===== src/rtl/id_hazard_scoreboard_pkg.sv =====
// Shared definitions for the ID-stage hazard scoreboard.
// Opcodes, producer classes and the counter-width helper.
package id_hazard_scoreboard_pkg;

  localparam logic [6:0] OPC_LOAD   = 7'b0000011;
  localparam logic [6:0] OPC_STORE  = 7'b0100011;
  localparam logic [6:0] OPC_BRANCH = 7'b1100011;
  localparam logic [6:0] OPC_OP     = 7'b0110011;
  localparam logic [6:0] OPC_OP_IMM = 7'b0010011;

  typedef enum logic [1:0] {
    PROD_ALU    = 2'd0,
    PROD_LOAD   = 2'd1,
    PROD_MULDIV = 2'd2
  } prod_e;

  // Counter width able to hold the largest producer latency plus headroom.
  function automatic int cnt_w(input int lus, input int brx);
    return $clog2(lus + brx + 2);
  endfunction

endpackage


===== src/rtl/hazard_reg_counter.sv =====
// Per-register readiness down-counter.
// A load overrides the free-running decrement.
module hazard_reg_counter #(
  parameter int W = 2
) (
  input  logic         clk,
  input  logic         rst,
  input  logic         i_load,
  input  logic [W-1:0] i_val,
  output logic [W-1:0] o_cnt
);

  logic [W-1:0] r_cnt;

  // Reload on a new producer, otherwise count down to zero.
  always_ff @(posedge clk) begin
    if (rst)
      r_cnt <= '0;
    else if (i_load)
      r_cnt <= i_val;
    else if (r_cnt != '0)
      r_cnt <= r_cnt - 1'b1;
  end

  assign o_cnt = r_cnt;

endmodule


===== src/rtl/id_hazard_scoreboard.sv =====
// ID-stage hazard unit built on a per-register ready scoreboard.
// Tracks ALU, load and decoupled mul/div producers.
module id_hazard_scoreboard
  import id_hazard_scoreboard_pkg::*;
#(
  parameter int NUM_REGS       = 32,
  parameter int LOAD_USE_STALL = 1,
  parameter int BR_EXTRA       = 1,
  parameter int STORE_DATA_FWD = 1,
  parameter int STALL_CNT_W    = 16,
  parameter int REG_W          = $clog2(NUM_REGS)
) (
  input  logic                   clk,
  input  logic                   rst,
  input  logic                   id_valid,
  input  logic                   id_is_branch,
  input  logic                   id_is_store,
  input  logic                   id_is_load,
  input  logic                   id_is_muldiv,
  input  logic                   id_uses_rs1,
  input  logic                   id_uses_rs2,
  input  logic [REG_W-1:0]       id_rs1,
  input  logic [REG_W-1:0]       id_rs2,
  input  logic [REG_W-1:0]       id_rd,
  input  logic                   id_reg_write,
  input  logic                   flush,
  input  logic                   muldiv_done,
  output logic                   pc_write,
  output logic                   if_id_write,
  output logic                   ctrl_0_sig,
  output logic                   branch_predictor_enable,
  output logic                   muldiv_busy,
  output logic [STALL_CNT_W-1:0] stall_count
);

  localparam int CW = cnt_w(LOAD_USE_STALL, BR_EXTRA);
  localparam int NR = 2 ** REG_W;
  localparam logic [CW-1:0] L_ALU = CW'(BR_EXTRA);
  localparam logic [CW-1:0] L_LD  = CW'(LOAD_USE_STALL + BR_EXTRA);

  logic             r_md_pend;
  logic [REG_W-1:0] r_md_rd;
  logic [STALL_CNT_W-1:0] r_sc;

  logic [CW-1:0] w_cnt [NR];
  logic          w_stall;
  logic          w_issue;
  logic          w_wr;
  logic          w_md_fin;
  logic          w_go;
  prod_e         w_cls;
  logic [CW-1:0] w_ival;
  logic [CW-1:0] w_lim1;
  logic [CW-1:0] w_lim2;
  logic          w_sfwd;
  logic          w_hz1;
  logic          w_hz2;
  logic          w_md_hz1;
  logic          w_md_hz2;
  logic          w_struct;

  assign w_issue  = id_valid & ~w_stall & ~flush & ~rst;
  assign w_wr     = w_issue & id_reg_write & (id_rd != '0);
  assign w_md_fin = r_md_pend & muldiv_done;

  assign w_cls = id_is_muldiv ? PROD_MULDIV :
                 id_is_load   ? PROD_LOAD   : PROD_ALU;

  // Latency loaded into the destination counter at issue.
  always_comb begin
    w_ival = '0;
    unique case (w_cls)
      PROD_ALU:    w_ival = L_ALU;
      PROD_LOAD:   w_ival = L_LD;
      PROD_MULDIV: w_ival = '0;
      default:     w_ival = '0;
    endcase
  end

  assign w_cnt[0] = '0;

  for (genvar r = 1; r < NR; r++) begin : g_reg
    if (r < NUM_REGS) begin : g_trk
      logic w_iss_hit;
      logic w_md_hit;
      assign w_iss_hit = w_wr & (id_rd == REG_W'(r));
      assign w_md_hit  = w_md_fin & (r_md_rd == REG_W'(r));
      hazard_reg_counter #(.W(CW)) u_cnt (
        .clk    (clk),
        .rst    (rst),
        .i_load (w_iss_hit | w_md_hit),
        .i_val  (w_iss_hit ? w_ival : L_ALU),
        .o_cnt  (w_cnt[r])
      );
    end else begin : g_none
      assign w_cnt[r] = '0;
    end
  end

  assign w_lim1 = id_is_branch ? '0 : L_ALU;
  assign w_sfwd = (STORE_DATA_FWD != 0) & id_is_store &
                  (id_rs2 != id_rs1);
  assign w_lim2 = w_lim1 + CW'(w_sfwd);

  // A finishing mul/div looks like a fresh ALU result this cycle.
  assign w_md_hz1 = r_md_pend & (r_md_rd == id_rs1) &
                    (~muldiv_done | (L_ALU > w_lim1));
  assign w_md_hz2 = r_md_pend & (r_md_rd == id_rs2) &
                    (~muldiv_done | (L_ALU > w_lim2));

  assign w_hz1 = id_uses_rs1 & (id_rs1 != '0) &
                 (w_md_hz1 | (w_cnt[id_rs1] > w_lim1));
  assign w_hz2 = id_uses_rs2 & (id_rs2 != '0) &
                 (w_md_hz2 | (w_cnt[id_rs2] > w_lim2));

  assign w_struct = r_md_pend & ~muldiv_done &
                    (id_is_muldiv |
                     (id_reg_write & (id_rd == r_md_rd)));

  assign w_stall = id_valid & (w_hz1 | w_hz2 | w_struct);
  assign w_go    = ~w_stall & ~rst;

  assign pc_write                = w_go;
  assign if_id_write             = w_go;
  assign ctrl_0_sig              = w_go;
  assign branch_predictor_enable = w_go;
  assign muldiv_busy             = r_md_pend;
  assign stall_count             = r_sc;

  // Mul/div occupancy; a new issue wins over a same-cycle completion.
  always_ff @(posedge clk) begin
    if (rst) begin
      r_md_pend <= 1'b0;
      r_md_rd   <= '0;
    end else if (w_wr & id_is_muldiv) begin
      r_md_pend <= 1'b1;
      r_md_rd   <= id_rd;
    end else if (w_md_fin) begin
      r_md_pend <= 1'b0;
    end
  end

  // Saturating count of stall cycles.
  always_ff @(posedge clk) begin
    if (rst)
      r_sc <= '0;
    else if (w_stall & ~(&r_sc))
      r_sc <= r_sc + 1'b1;
  end

endmodule


===== config.mk =====
export PLATFORM = sky130hd
export DESIGN_NAME = id_hazard_scoreboard
export DESIGN_NICKNAME = d
export VERILOG_FILES = /design/src/rtl/id_hazard_scoreboard_pkg.sv /design/src/rtl/hazard_reg_counter.sv /design/src/rtl/id_hazard_scoreboard.sv
export SDC_FILE = /design/constraint.sdc
export NUM_CORES = 1
export LEC_CHECK = 0
export ABC_CLOCK_PERIOD_IN_PS = 14480
export CAP_MARGIN = 20
export CORE_AREA = 5 5 133 135
export CTS_CLUSTER_SIZE = 16
export DETAILED_ROUTE_END_ITERATION = 12
export DIE_AREA = 0 0 138 140
export GPL_ROUTABILITY_DRIVEN = 0
export GPL_TIMING_DRIVEN = 0
export PLACE_DENSITY = 0.61
export SLEW_MARGIN = 20
export SYNTH_ARGS = -nofsm -noshare
export SYNTH_HDL_FRONTEND = slang
export SYNTH_HIERARCHICAL = 1
export SYNTH_SLANG_ARGS = --single-unit
export TNS_END_PERCENT = 20

===== constraint.sdc =====
create_clock -name clk -period 14.48 [get_ports clk]
set_input_delay 2.172 -clock clk [delete_from_list [all_inputs] [get_ports clk]]
set_output_delay 2.172 -clock clk [all_outputs]
set_load 0.03 [all_outputs]

==> flow_summary.json <==
{
  "status": "finished clean",
  "synth-compound-area-share_pct": 19.14,
  "die_h_um": 140,
  "ant_nets": 0,
  "synthSimpleGateAreaFrac_pct": 26.85,
  "post_cts_buffers": 0,
  "synth_edf_count": 0,
  "antenna_found_initial": 0,
  "async_flop_share_pct": 0,
  "yosysSeqAreaShare_pct": 23.54,
  "die_x_um": 138,
  "grt_max_degree": 81,
  "fmax_mhz": 108.3,
  "cap_violations": 0,
  "cts_buffers": 9,
  "drt-pass1-iter-count": 5,
  "ys.flop_type": "dfxtp_1",
  "hpwl_mm": 15.68,
  "cts_htree_levels": 3,
  "worstSkewPairLatency_ns": 0.36,
  "grt_usage_pct": 20.92,
  "synth_cells": 826,
  "syn_nets": 890,
  "drt_iter0_drc": 578,
  "synth.area.mux_share_pct": 11.02,
  "floorplan.initialDensity_pct": 43.70,
  "synth_area_leader_cell": "dfxtp_1",
  "clockRootBuffer": "clkbuf_16",
  "cts_tree": "done",
  "ys_seq_elements": 84,
  "fin_tns_setup_ns": 0,
  "powerDensity_mw_per_mm2": 138.6,
  "port-buffer-count": 39,
  "viasPerCell": 5.809,
  "synth_warnings": 6,
  "min_path_type": "flip-flop to flip-flop",
  "crit_arrival_ns": 7.06,
  "area_delta_synth_final_pct": 13.99,
  "period_share_pct": 63.77,
  "crit_fanout": 10,
  "vias": 6401,
  "startpoint_type": "input pin",
  "layout-drive-gt1-share_pct": 11.22,
  "hold_violations": 0,
  "cts.clk_slew.worst_paths_ns": 0.07,
  "final_core_util_pct": 49.82,
  "core_area_mm2": 0.01635,
  "synth_top_area_share_pct": 23.54,
  "wl_per_cell_um": 18.73,
  "grt_setup_unrepaired": "false",
  "grt_pass1_vias": 5988,
  "ir_drop_mv": 0.06922,
  "synth.cell_area_mm2": 0.007144,
  "p_leak_nw": 2.964,
  "drt_wl_total_mm": 20.65,
  "ys_top_cells_by_area": "dfxtp_1, o41ai_2, nand3b_1",
  "ios": 48,
  "setup_viol": 0,
  "power.total_mw": 1.129,
  "crit_path_end_kind": "primary output",
  "instances_no_fill": 1102,
  "cts_buffer_depth": 2,
  "dieArea_mm2": 0.01932,
  "synthAdderAreaFrac_pct": 6.480,
  "grt_remaining_overflow": 0,
  "fillers": 1607,
  "holdBufCountCts": 0,
  "dp_cells": 1086,
  "fp-row-count": 47,
  "ys_types": 52,
  "drc_errors": 0,
  "avgSynthCellArea_um2": 8.649,
  "crit_type": "input pin to primary output",
  "slew_headroom_pct": 35.70,
  "post_cts_resized": 0,
  "clock_sinks": 84,
  "worst_pin_slew_ns": 0.9624,
  "synth_top_family_by_area": "simple AND/OR/NAND/NOR gates",
  "drv_slew": 0,
  "required_ns": 12.31,
  "fin_skew_ns": 0.01172,
  "fin_crit_ns": 9.235,
  "synthXorXnorAreaFrac_pct": 6.497,
  "grt_pass1_wl_mm": 32.61,
  "diodes": 0,
  "nets": 941
}
[layout by cell type (no fill, tap or decap), drive strengths merged, types with 3 or more instances in the layout]
| cell | synthesis | routed |
|---|---|---|
| a21oi | 23 | 23 |
| o221ai | 3 | 3 |
| mux4 | 18 | 18 |
| and2b | 31 | 31 |
| clkdlybuf4s50 | 0 | 38 |
| o41ai | 32 | 32 |
| o31ai | 39 | 39 |
| nand3b | 66 | 66 |
| o22ai | 33 | 33 |
| nor2b | 41 | 41 |
| xor2 | 39 | 39 |
| a221oi | 3 | 3 |
| buf | 24 | 26 |
| and3 | 6 | 6 |
| or2 | 5 | 5 |
| nand2 | 49 | 49 |
| nand2b | 13 | 13 |
| nand3 | 20 | 20 |
| a22oi | 4 | 4 |
| mux2i | 28 | 28 |
| mux2 | 9 | 9 |
| nor3 | 3 | 3 |
| o21ai | 10 | 10 |
| clkbuf | 19 | 28 |
| inv | 71 | 75 |
| dfxtp | 84 | 84 |
| xnor2 | 14 | 14 |
| or3 | 11 | 11 |
| nor2 | 58 | 58 |
| nand4 | 4 | 4 |
| ha | 37 | 37 |
| or4 | 9 | 9 |
[cells by family after synthesis]
group | count (synthesis)
simple gates | 326
fa+ha+maj | 37
mux | 55
flops | 84
compound gates | 157
xor+xnor | 53
buf+inv | 114
[routing by layer]
metal | GRT usage, % | part of all wire, % | vias up
li1 | - | - | 3099
met1 | 27.95 | 46 | 3081
met2 | 34.76 | 47 | 185
met3 | 3.647 | 5.2 | 36
met4 | 6.188 | 2.5 | 0
met5 | 0 | 0 | -
[worst max-delay path, cell delays in order]
cell and delay [ns]:
buf_2 0.28, buf_1 0.69, clkbuf_1 0.60, xnor2_1 0.19, nand2_1 0.08, o41ai_1 0.60
inv_1 0.10, ha_1 0.20, inv_1 0.05, ha_1 0.23, nor2b_1 0.13, o21ai_0 0.14
o21ai_0 0.16, a2bb2oi_2 0.25, nand2_1 0.08, a21oi_1 0.28, buf_4 0.16, clkdlybuf4s50_1 0.66
[state kept, by name (all words and copies together), names as in the netlist]
register,count
muldiv_busy,1
stall_count,16
r_md_rd,5
g.g_trk.u_cnt/o_cnt,62
[per-stage QoR]
| step | area, um2 | setup WS [ns] | hold slack (ns) |
|---|---|---|---|
| CTS | 8144 | 5.253 | 0.5023 |
| global route | 8144 | 4.898 | 0.5212 |
| global placement | 7810 | 4.817 | 0.4874 |
| detailed placement | 7839 | 5.260 | 0.4919 |
| floorplan | 7144 | 6.361 | 0.5692 |
| finish | 8144 | 5.245 | 0.5040 |
[power by group]
| part | internal (mW) | total, mW | switching, mW | leakage, nW |
|---|---|---|---|---|
| Combinational | 0.260 | 0.499 | 0.238 | 2.13 |
| Sequential | 0.301 | 0.382 | 0.0811 | 0.693 |
| Clock | 0.136 | 0.249 | 0.112 | 0.143 |
| Total | 0.697 | 1.13 | 0.432 | 2.96 |
[cell usage after synthesis (2+ instances only)]
| cell | count |
|---|---|
| dfxtp_1 | 84 |
| inv_1 | 71 |
| nand3b_1 | 65 |
| nor2_1 | 58 |
| nand2_1 | 49 |
| nor2b_1 | 41 |
| o31ai_1 | 39 |
| xor2_1 | 39 |
| ha_1 | 37 |
| o22ai_1 | 33 |
| and2b_1 | 31 |
| o41ai_2 | 31 |
| mux2i_1 | 28 |
| a21oi_1 | 23 |
| nand3_1 | 20 |
| clkbuf_1 | 19 |
| mux4_2 | 18 |
| xnor2_1 | 14 |
| nand2b_1 | 13 |
| or3_1 | 11 |
| buf_2 | 10 |
| o21ai_0 | 10 |
| buf_1 | 9 |
| mux2_2 | 9 |
| or4_1 | 9 |
| and3_1 | 6 |
| a22oi_1 | 4 |
| buf_4 | 4 |
| nand4_1 | 4 |
| or2_2 | 4 |
| a221oi_1 | 3 |
| nor3_1 | 3 |
| a211oi_1 | 2 |
| a311oi_1 | 2 |
| and2_1 | 2 |
| and4_1 | 2 |
| nand4b_1 | 2 |
| nor3b_1 | 2 |
| o221ai_1 | 2 |
[final timing paths]
check                                             startpoint                                          end  slack [ns]  depth (start not counted)
setup / recovery                                   id_rs2[0]                                  if_id_write        5.25                         18
hold / removal                  stall_count[14]$_SDFFE_PP0P_                 stall_count[14]$_SDFFE_PP0P_        0.50                          2
setup reg to reg  g_reg[7].g_trk.u_cnt/o_cnt[1]$_SDFFE_PP0P_  g_reg[24].g_trk.u_cnt/o_cnt[1]$_SDFFE_PP0P_       10.05                         17
hold reg to reg                 stall_count[14]$_SDFFE_PP0P_                 stall_count[14]$_SDFFE_PP0P_        0.50                          2
[layout make-up]
| class | count | area [um2] | share of cell area (%) |
|---|---|---|---|
| multi-input combinational | 628 | 5000 | 61.39 |
| tap | 220 | 275.3 | 3.380 |
| buffer | 43 | 196.4 | 2.412 |
| inverter | 71 | 266.5 | 3.272 |
| sequential | 84 | 1682 | 20.65 |
| timing repair buffer | 40 | 419.2 | 5.147 |
| clock inverter | 7 | 80.08 | 0.9833 |
| clock buffer | 9 | 225.2 | 2.765 |
Note: power is estimated with default switching activity, not from simulation.
